===== config.mk =====
export PLATFORM = sky130hd
export DESIGN_NAME = shift_arbiter
export DESIGN_NICKNAME = d
export VERILOG_FILES = /design/src/rtl/shift_arbiter.sv
export SDC_FILE = /design/constraint.sdc
export NUM_CORES = 1
export LEC_CHECK = 0
export CAP_MARGIN = 10
export CORE_AREA = 2 2 129 131
export DETAILED_ROUTE_END_ITERATION = 16
export DIE_AREA = 0 0 131 133
export PLACE_DENSITY = 0.76
export SLEW_MARGIN = 20
export SYNTH_ARGS = -nofsm -noshare
export SYNTH_HDL_FRONTEND = slang
export SYNTH_SLANG_ARGS = --single-unit

===== constraint.sdc =====
create_clock -name clk -period 2.1 [get_ports clk]
set_input_delay 0.42 -clock clk [delete_from_list [all_inputs] [get_ports clk]]
set_output_delay 0.42 -clock clk [all_outputs]
set_load 0.01 [all_outputs]

===== src/rtl/shift_arbiter.sv =====
// shift_arbiter: round-robin sharing of one 32-bit shifter between two requesters; grant counters enabled by SHIFT_ARB_CNT_EN
module shifter (
   input  logic [31:0] a_i,
   input  logic [4:0]  shamt_i,
   input  logic        drxn_i,
   input  logic        type_i,
   output logic [31:0] y_o
);
   logic signed [31:0] sra;
   // arithmetic left has no meaning here, so it passes the operand through untouched
   always_comb begin
      sra = $signed(a_i) >>> shamt_i;
      y_o = !drxn_i ? (type_i ? a_i : a_i << shamt_i) : (type_i ? sra : a_i >> shamt_i);
   end
endmodule

module shift_arbiter #(
   parameter int TAG_W = 4,
   parameter int CNT_W = 16
) (
   input  logic             clk,
   input  logic             rst_n,
   input  logic             req0_valid,
   output logic             req0_ready,
   input  logic [31:0]      req0_a,
   input  logic [4:0]       req0_shamt,
   input  logic             req0_drxn,
   input  logic             req0_type,
   input  logic [TAG_W-1:0] req0_tag,
   input  logic             req1_valid,
   output logic             req1_ready,
   input  logic [31:0]      req1_a,
   input  logic [4:0]       req1_shamt,
   input  logic             req1_drxn,
   input  logic             req1_type,
   input  logic [TAG_W-1:0] req1_tag,
   output logic             res_valid,
   input  logic             res_ready,
   output logic [31:0]      res_data,
   output logic             res_port,
   output logic [TAG_W-1:0] res_tag,
`ifdef SHIFT_ARB_CNT_EN
   output logic             busy,
   input  logic             cnt_clr,
   output logic [CNT_W-1:0] gnt_cnt0,
   output logic [CNT_W-1:0] gnt_cnt1
`else
   output logic             busy
`endif
);
   typedef enum logic [1:0] {IDLE, EXEC, RESP} state_t;

   if (CNT_W < 1 || TAG_W < 1) begin : g_bad_cfg
      $error("shift_arbiter: CNT_W and TAG_W must be at least 1");
   end

   state_t           state_q, state_d;
   logic [31:0]      a_q, a_d;
   logic [4:0]       shamt_q, shamt_d;
   logic             drxn_q, drxn_d;
   logic             type_q, type_d;
   logic [TAG_W-1:0] tag_q, tag_d;
   logic             port_q, port_d;
   logic             last_gnt_q, last_gnt_d;
   logic             res_valid_q, res_valid_d;
   logic [31:0]      res_data_q, res_data_d;
   logic             res_port_q, res_port_d;
   logic [TAG_W-1:0] res_tag_q, res_tag_d;
   logic             gnt0, gnt1, accept;
   logic [31:0]      shift_y;

   shifter u_shifter (
      .a_i    (a_q),
      .shamt_i(shamt_q),
      .drxn_i (drxn_q),
      .type_i (type_q),
      .y_o    (shift_y)
   );

   // a lone requester wins; on a tie the port that did not win last time goes
   always_comb begin
      gnt0       = req0_valid & (!req1_valid | last_gnt_q);
      gnt1       = req1_valid & (!req0_valid | !last_gnt_q);
      req0_ready = (state_q == IDLE) & gnt0;
      req1_ready = (state_q == IDLE) & gnt1;
      accept     = req0_ready | req1_ready;
   end

   // next state: latch the winner in IDLE, shift in EXEC, hold the result in RESP until taken
   always_comb begin
      state_d     = state_q;
      a_d         = a_q;
      shamt_d     = shamt_q;
      drxn_d      = drxn_q;
      type_d      = type_q;
      tag_d       = tag_q;
      port_d      = port_q;
      last_gnt_d  = last_gnt_q;
      res_valid_d = res_valid_q;
      res_data_d  = res_data_q;
      res_port_d  = res_port_q;
      res_tag_d   = res_tag_q;
      case (state_q)
         IDLE: if (accept) begin
            port_d     = req1_ready;
            a_d        = req1_ready ? req1_a : req0_a;
            shamt_d    = req1_ready ? req1_shamt : req0_shamt;
            drxn_d     = req1_ready ? req1_drxn : req0_drxn;
            type_d     = req1_ready ? req1_type : req0_type;
            tag_d      = req1_ready ? req1_tag : req0_tag;
            last_gnt_d = req1_ready;
            state_d    = EXEC;
         end
         EXEC: begin
            res_data_d  = shift_y;
            res_port_d  = port_q;
            res_tag_d   = tag_q;
            res_valid_d = 1'b1;
            state_d     = RESP;
         end
         RESP: if (res_ready) begin
            res_valid_d = 1'b0;
            state_d     = IDLE;
         end
         default: state_d = IDLE;
      endcase
   end

   // state and datapath registers; a low rst_n drops any request in flight
   always_ff @(posedge clk) begin
      if (!rst_n) begin
         state_q     <= IDLE;
         a_q         <= '0;
         shamt_q     <= '0;
         drxn_q      <= 1'b0;
         type_q      <= 1'b0;
         tag_q       <= '0;
         port_q      <= 1'b0;
         last_gnt_q  <= 1'b1;
         res_valid_q <= 1'b0;
         res_data_q  <= '0;
         res_port_q  <= 1'b0;
         res_tag_q   <= '0;
      end else begin
         state_q     <= state_d;
         a_q         <= a_d;
         shamt_q     <= shamt_d;
         drxn_q      <= drxn_d;
         type_q      <= type_d;
         tag_q       <= tag_d;
         port_q      <= port_d;
         last_gnt_q  <= last_gnt_d;
         res_valid_q <= res_valid_d;
         res_data_q  <= res_data_d;
         res_port_q  <= res_port_d;
         res_tag_q   <= res_tag_d;
      end
   end

   assign res_valid = res_valid_q;
   assign res_data  = res_data_q;
   assign res_port  = res_port_q;
   assign res_tag   = res_tag_q;
   assign busy      = state_q != IDLE;

`ifdef SHIFT_ARB_CNT_EN
   logic [CNT_W-1:0] cnt0_q, cnt0_d, cnt1_q, cnt1_d;

   // per-port accept counters wrap naturally; clear beats a same-cycle increment
   always_comb begin
      cnt0_d = cnt_clr ? '0 : cnt0_q + CNT_W'(req0_ready);
      cnt1_d = cnt_clr ? '0 : cnt1_q + CNT_W'(req1_ready);
   end

   // counter registers
   always_ff @(posedge clk) begin
      if (!rst_n) begin
         cnt0_q <= '0;
         cnt1_q <= '0;
      end else begin
         cnt0_q <= cnt0_d;
         cnt1_q <= cnt1_d;
      end
   end

   assign gnt_cnt0 = cnt0_q;
   assign gnt_cnt1 = cnt1_q;
`endif
endmodule


## Word-level counts from Yosys, hierarchy flattened

Index checks and enable logic that the tools add are counted.

| cells by class | value |
|---|---|
| equality and inequality tests | 4 |
| shifts and indexed selects | 3 |
| multiplexer cells | 13 |
| bitwise gates (word level) | 7 |
| reduce and logical (&&, ||, !) cells | 9 |

Operators by type and width:

| kind | count |
|---|---|
| 2-to-1 mux 32 bit | 4 |
| << shifter 32 x 5 -> 32 bit | 1 |
| >> shifter 32 x 5 -> 32 bit | 1 |
| >>> shifter 32 x 5 -> 32 bit | 1 |
| one-hot mux 2 bit (3 select lines) | 1 |
| AND reduction 2 bit | 3 |
| 2-to-1 mux 5 bit | 1 |
| bitwise AND 1 bit | 4 |
| 2-to-1 mux 2 bit | 2 |
| 2-to-1 mux 4 bit | 1 |
| != test 2 bit (second input constant) | 2 |
| nonzero test 2 bit | 2 |
| zero test 1 bit | 3 |
| 2-to-1 mux 1 bit | 3 |
| bitwise OR 1 bit | 3 |
| equality test 2 x 1 -> 1 bit (second input constant) | 1 |
| equality test 2 bit (second input constant) | 1 |
| zero test 2 bit | 1 |
| one-hot mux 1 bit (2 select lines) | 1 |

| storage, ports and cells | value |
|---|---|
| register bits after elaboration | 85 |
| input port bits | 91 |
| output and inout bits | 41 |
| logic and storage cells | 48 |

## Logic depth before layout (Yosys ltp)

| logic depth | value |
|---|---|
| depth after elaboration | 7 |
| depth in mapped cells | 10 |
| gate-level depth less buffers | 6 |

## By module

A second synthesis with hierarchy kept.

| unflattened totals | value |
|---|---|
| cell total of the unflattened synthesis | 977 |
| area, all modules | 8265.4 um^2 |

Modules (own cells, without submodules):

| module | instances | cells an instance | area each (um^2) | sequential area each (um^2) |
|---|---|---|---|---|
| shifter | 1 | 534 | 4395.5 | 0.0 |
| shift_arbiter | 1 | 443 | 3870.0 | 1701.6 |

## Least setup slack after synthesis

OpenSTA, ideal clock, no wires.

| path | value |
|---|---|
| path kind | register to register |
| start | register shamt_q[0] |
| end | register res_data_q[22] (netlist: res_data[22]) |
| arrival time | 2104 ps |
| required time | 1983 ps |
| slack | -122 ps |
| stages on the path, launching flop included | 9 |
| cells stage by stage | dfxtp_1 > buf_6 > buf_2 > mux2_2 > mux2i_1 > a211oi_1 > a211o_1 > a211o_1 > a32o_1 |

| between the ends | value |
|---|---|
| longest elaborated chain between the ends | 3 |
| elaborated cells between the ends (all ways) | 6 |
| classes of those cells | 3 x shift; 3 x mux |

Ends and longest elaborated chain:

| what | RTL line | source |
|---|---|---|
| from (decl) | 59 | `logic [4:0] shamt_q, shamt_d;` |
| from (signal assigned) | 147 | `shamt_q <= shamt_d;` |
| << shifter 32 x 5 -> 32 bit, or another cell as far along | 13 | `y_o = !drxn_i ? (type_i ? a_i : a_i << shamt_i) : (type_i ? sra : a_i >> shamt_i);` |
| 2-to-1 mux 32 bit | 13 |  |
| 2-to-1 mux 32 bit (*) | 13 |  |
| to (signal assigned) | 154 | `res_data_q <= res_data_d;` |
| to (decl) | 66 | `logic [31:0] res_data_q, res_data_d;` |

Mark *: on every way between the ends. The rest lies on a longest branch, timed or not.
A chain may end at the register's enable or synchronous reset.

## Final worst setup path

| path | value |
|---|---|
| start | register shamt_q[0] |
| end | register res_data_q[8] (netlist: res_data[8]) |

Same word-level chain as after synthesis.

==> results by group <==
Clock tree
  • Clock Path Buffers: 2
  • Later-pin clock latency in the skew report: 0.38 ns
  • Hold-fix buffers, CTS: 0
  • CTS Sinks: 85
  • Htree depth: 3
  • CTS tree: built
  • Clk pin slew, worst setup/hold paths: about 0.070 ns
  • Clk root buf: clkbuf_16
  • Num CTS Buffers: 9

Die
  • Die height: 133 um
  • Num ports: 132
  • Initial Utilization: ~47%
  • Core area: around 16000 um^2
  • Die width: 131 um
  • # rows: 47
  • DIE AREA: 17400 um^2

Power
  • PD cells: 793 nW/um^2
  • LEAKAGE: 4.83 nW
  • Maximum vdd ir drop: 0.508 mV
  • Power share of the clock group: 18.2%
  • Comb pwr share: around three fifths
  • P_sw: between 4 and 5 mW
  • Reg power frac: 21.9%
  • Switching part of the total: 43.7%
  • Int Power: 5.40 mW

STA
  • FMAX: 0.430 GHz
  • Final setup violation count: 30
  • Hold Slack: 0.458 ns
  • Final Skew: 0.0210 ns
  • Fin crit period: 2.33 ns
  • Worst-margin pin slew: between 0.7 and 0.8 ns
  • Unrepaired setup endpoints after global routing: true
  • Worst rel slew slack: 51.0%
  • Final period util: 111%
  • Final Max Slew Viols: 0
  • Final hold viol count: 0
  • Worst setup margin: -0.225 ns

Detailed routing
  • Iteration-0 DRC Markers: 1603
  • DR WL/cell: around 26 um
  • DRT antenna net count: 0
  • Final wirelength: between 40000 and 50000 um
  • DR DRC count: 0
  • Via count: between 10000 and 15000
  • M1 WL: 14800 um
  • DR vias/cell: between 6 and 7
  • DR pass1 iterations: 6
  • Met2 WL: 17000 um
  • Met3 routed WL: approximately 5600 um
  • DR top layer: met5

Layout
  • Footprint of the multi-input gates: around 6000 um^2
  • Filler cell count: 1182
  • Nets: 1410
  • Commonest non-fill, non-tap cell in the layout: buf_4
  • Synth-to-Final Area Change: 57.6%
  • Layout cells sized above 1: 36.2%
  • # diodes: 0
  • FF/Latch Area: 1710 um^2
  • Commonest non-fill, non-tap cells in the layout: buf_4 (236), nand2_1 (163), clkdlybuf4s50_1 (129)

Synth
  • Post-synth top flop: dfxtp_1
  • Ys async rst share: 0%
  • Syn nets: between 1000 and 1500
  • EDFF count, synth: 0
  • #FFs+latches synth: 85
  • Syn Inst Count: 999
  • Mean Syn Cell Area: 7.68 um^2
  • Netlist cell types: 63
  • Syn. warnings: 0
  • Synthesized area: 7670 um^2
  • Seq/Total Area, Yosys: ~22%

Global route
  • GRT Util Overall: 46.7%
  • Largest net degree at the start of global routing: 53
  • Vias in the first global route: approximately 9700
  • Grt total ovfl: 0
  • First-pass GRT wire length: around 60000 um
  • Initial antenna violation count: 1

Run status
  • Status: finished with violations
  • Failing checks: setup timing

Placement
  • Worst slack, placed: -0.496 ns
  • I/O Buffers: 131
  • GPL Wtd Cong: 1.15
  • DPL Wire Length: 30400 um

Flow run
  • Max-cap violations: 0

Min path
  • HP Class: reg2reg

Worst setup path
  • CP Capture Type: flip-flop
  • Critical path required time: 2.34 ns
  • CP arrival: 2.57 ns
  • Startpoint Class: flip-flop
  • Critical Path Fanout Max: 8
  • Setup CP Type: reg2reg
==> synthesized netlist by cell type (4+ instances only) <==
cell / n / area (um^2)
or2_2: 5 / 31.3
o32ai_1: 4 / 35.0
a221oi_1: 18 / 158
and3_1: 4 / 25.0
mux2_2: 40 / 450
o31a_1: 4 / 35.0
o21a_1: 8 / 60.1
nor3_1: 18 / 90.1
o221ai_1: 9 / 78.8
o2111ai_1: 7 / 61.3
o21ai_0: 38 / 190
nor2_1: 144 / 541
mux2i_1: 49 / 490
a311oi_1: 46 / 403
buf_1: 15 / 56.3
buf_4: 5 / 37.5
and2_1: 4 / 25.0
mux2_1: 5 / 56.3
nand3_1: 12 / 60.1
dfxtp_1: 85 / 1700
nand2b_1: 5 / 31.3
nor2b_1: 4 / 25.0
a211oi_1: 15 / 113
o211ai_1: 21 / 158
inv_1: 14 / 52.6
buf_2: 12 / 60.1
mux4_2: 37 / 833
nand2_1: 167 / 627
a21oi_1: 55 / 275
a211o_1: 5 / 43.8
a221o_1: 8 / 80.1
a22oi_1: 6 / 45.0
clkbuf_1: 65 / 244
o22ai_1: 9 / 56.3
o21ai_1: 11 / 55.1
==> sequential cells by signal, summed over array words and instances, names as in the netlist <==
register    flops
a_q            32
drxn_q          1
last_gnt_q      1
port_q          1
res_data       32
res_port        1
res_tag         4
res_valid       1
shamt_q         5
state_q         2
tag_q           4
type_q          1
==> routing by layer <==
layer  global-route usage [%]  up-vias
li1                         -     4390
met1                     60.9     4875
met2                     64.7      891
met3                     16.7      258
met4                     29.3        2
met5                     2.06        -
==> metrics by stage <==
stage / TNS (ns) / utilization, % / power [mW] / instances / cell area (um^2)
floorplan: -0.132 / - / 4.41 / 999 / 7690
global placement: -9.47 / 67.5 / 6.90 / 1503 / 10900
detailed placement: -9.51 / 67.5 / 6.92 / 1503 / 10900
CTS: -1.76 / 72.3 / 8.95 / 1537 / 11700
global route: -4.54 / 74.8 / 9.82 / 1544 / 12100
finish: -3.86 / 74.8 / 9.59 / 1544 / 12100
==> worst max-delay path: stages, from the launching register on <==
cell and delay (ns):
dfxtp_4 0.46, buf_8 0.17, buf_6 0.12, mux2_4 0.30
mux4_2 0.62, o211ai_1 0.23, o2111ai_1 0.13, o21ai_1 0.10
nor3_1 0.06
==> worst paths after layout <==
path	startpoint	end	slack [ns]	depth (start not counted)
max	shamt_q[0]$_SDFFE_PN0P_	res_data[8]$_SDFFE_PN0P_	-0.23	8
min reg2reg	res_tag[0]$_SDFFE_PN0P_	res_tag[0]$_SDFFE_PN0P_	0.46	2
max reg2reg	shamt_q[0]$_SDFFE_PN0P_	res_data[8]$_SDFFE_PN0P_	-0.23	8
min	res_tag[0]$_SDFFE_PN0P_	res_tag[0]$_SDFFE_PN0P_	0.46	2
==> layout make-up <==
class	instances	area share [%]
multi-input combinational	798	50.1
timing repair buffer	408	30.5
sequential	85	14.1
tap	220	2.28
clock buffer	10	2.07
inverter	17	0.528
clock inverter	6	0.414
==> cell families after synthesis <==
group           synth area share (%)
compound gates                  27.2
buf+inv                         6.31
flops                           22.2
mux                             24.2
simple gates                    20.0
==> timing repair <==
action | in CTS | in global routing
gates resized for setup | 87 | 85
setup buffers | 19 | 10
pin swaps | 31 | 42
cloned | 0 | 1
endpoints found under the setup margin | 34 | 46
==> power by group through the flow <==
stage / logic (mW) / registers (mW) / clock network (mW)
6_report: 5.74 / 2.10 / 1.74
5_1_grt: 5.92 / 2.11 / 1.79
4_1_cts: 5.17 / 2.07 / 1.71
3_5_place_dp: 4.80 / 2.12 / 0
3_3_place_gp: 4.79 / 2.11 / 0
2_1_floorplan: 2.40 / 2.01 / 0
Power figures use the tool's default switching activity.
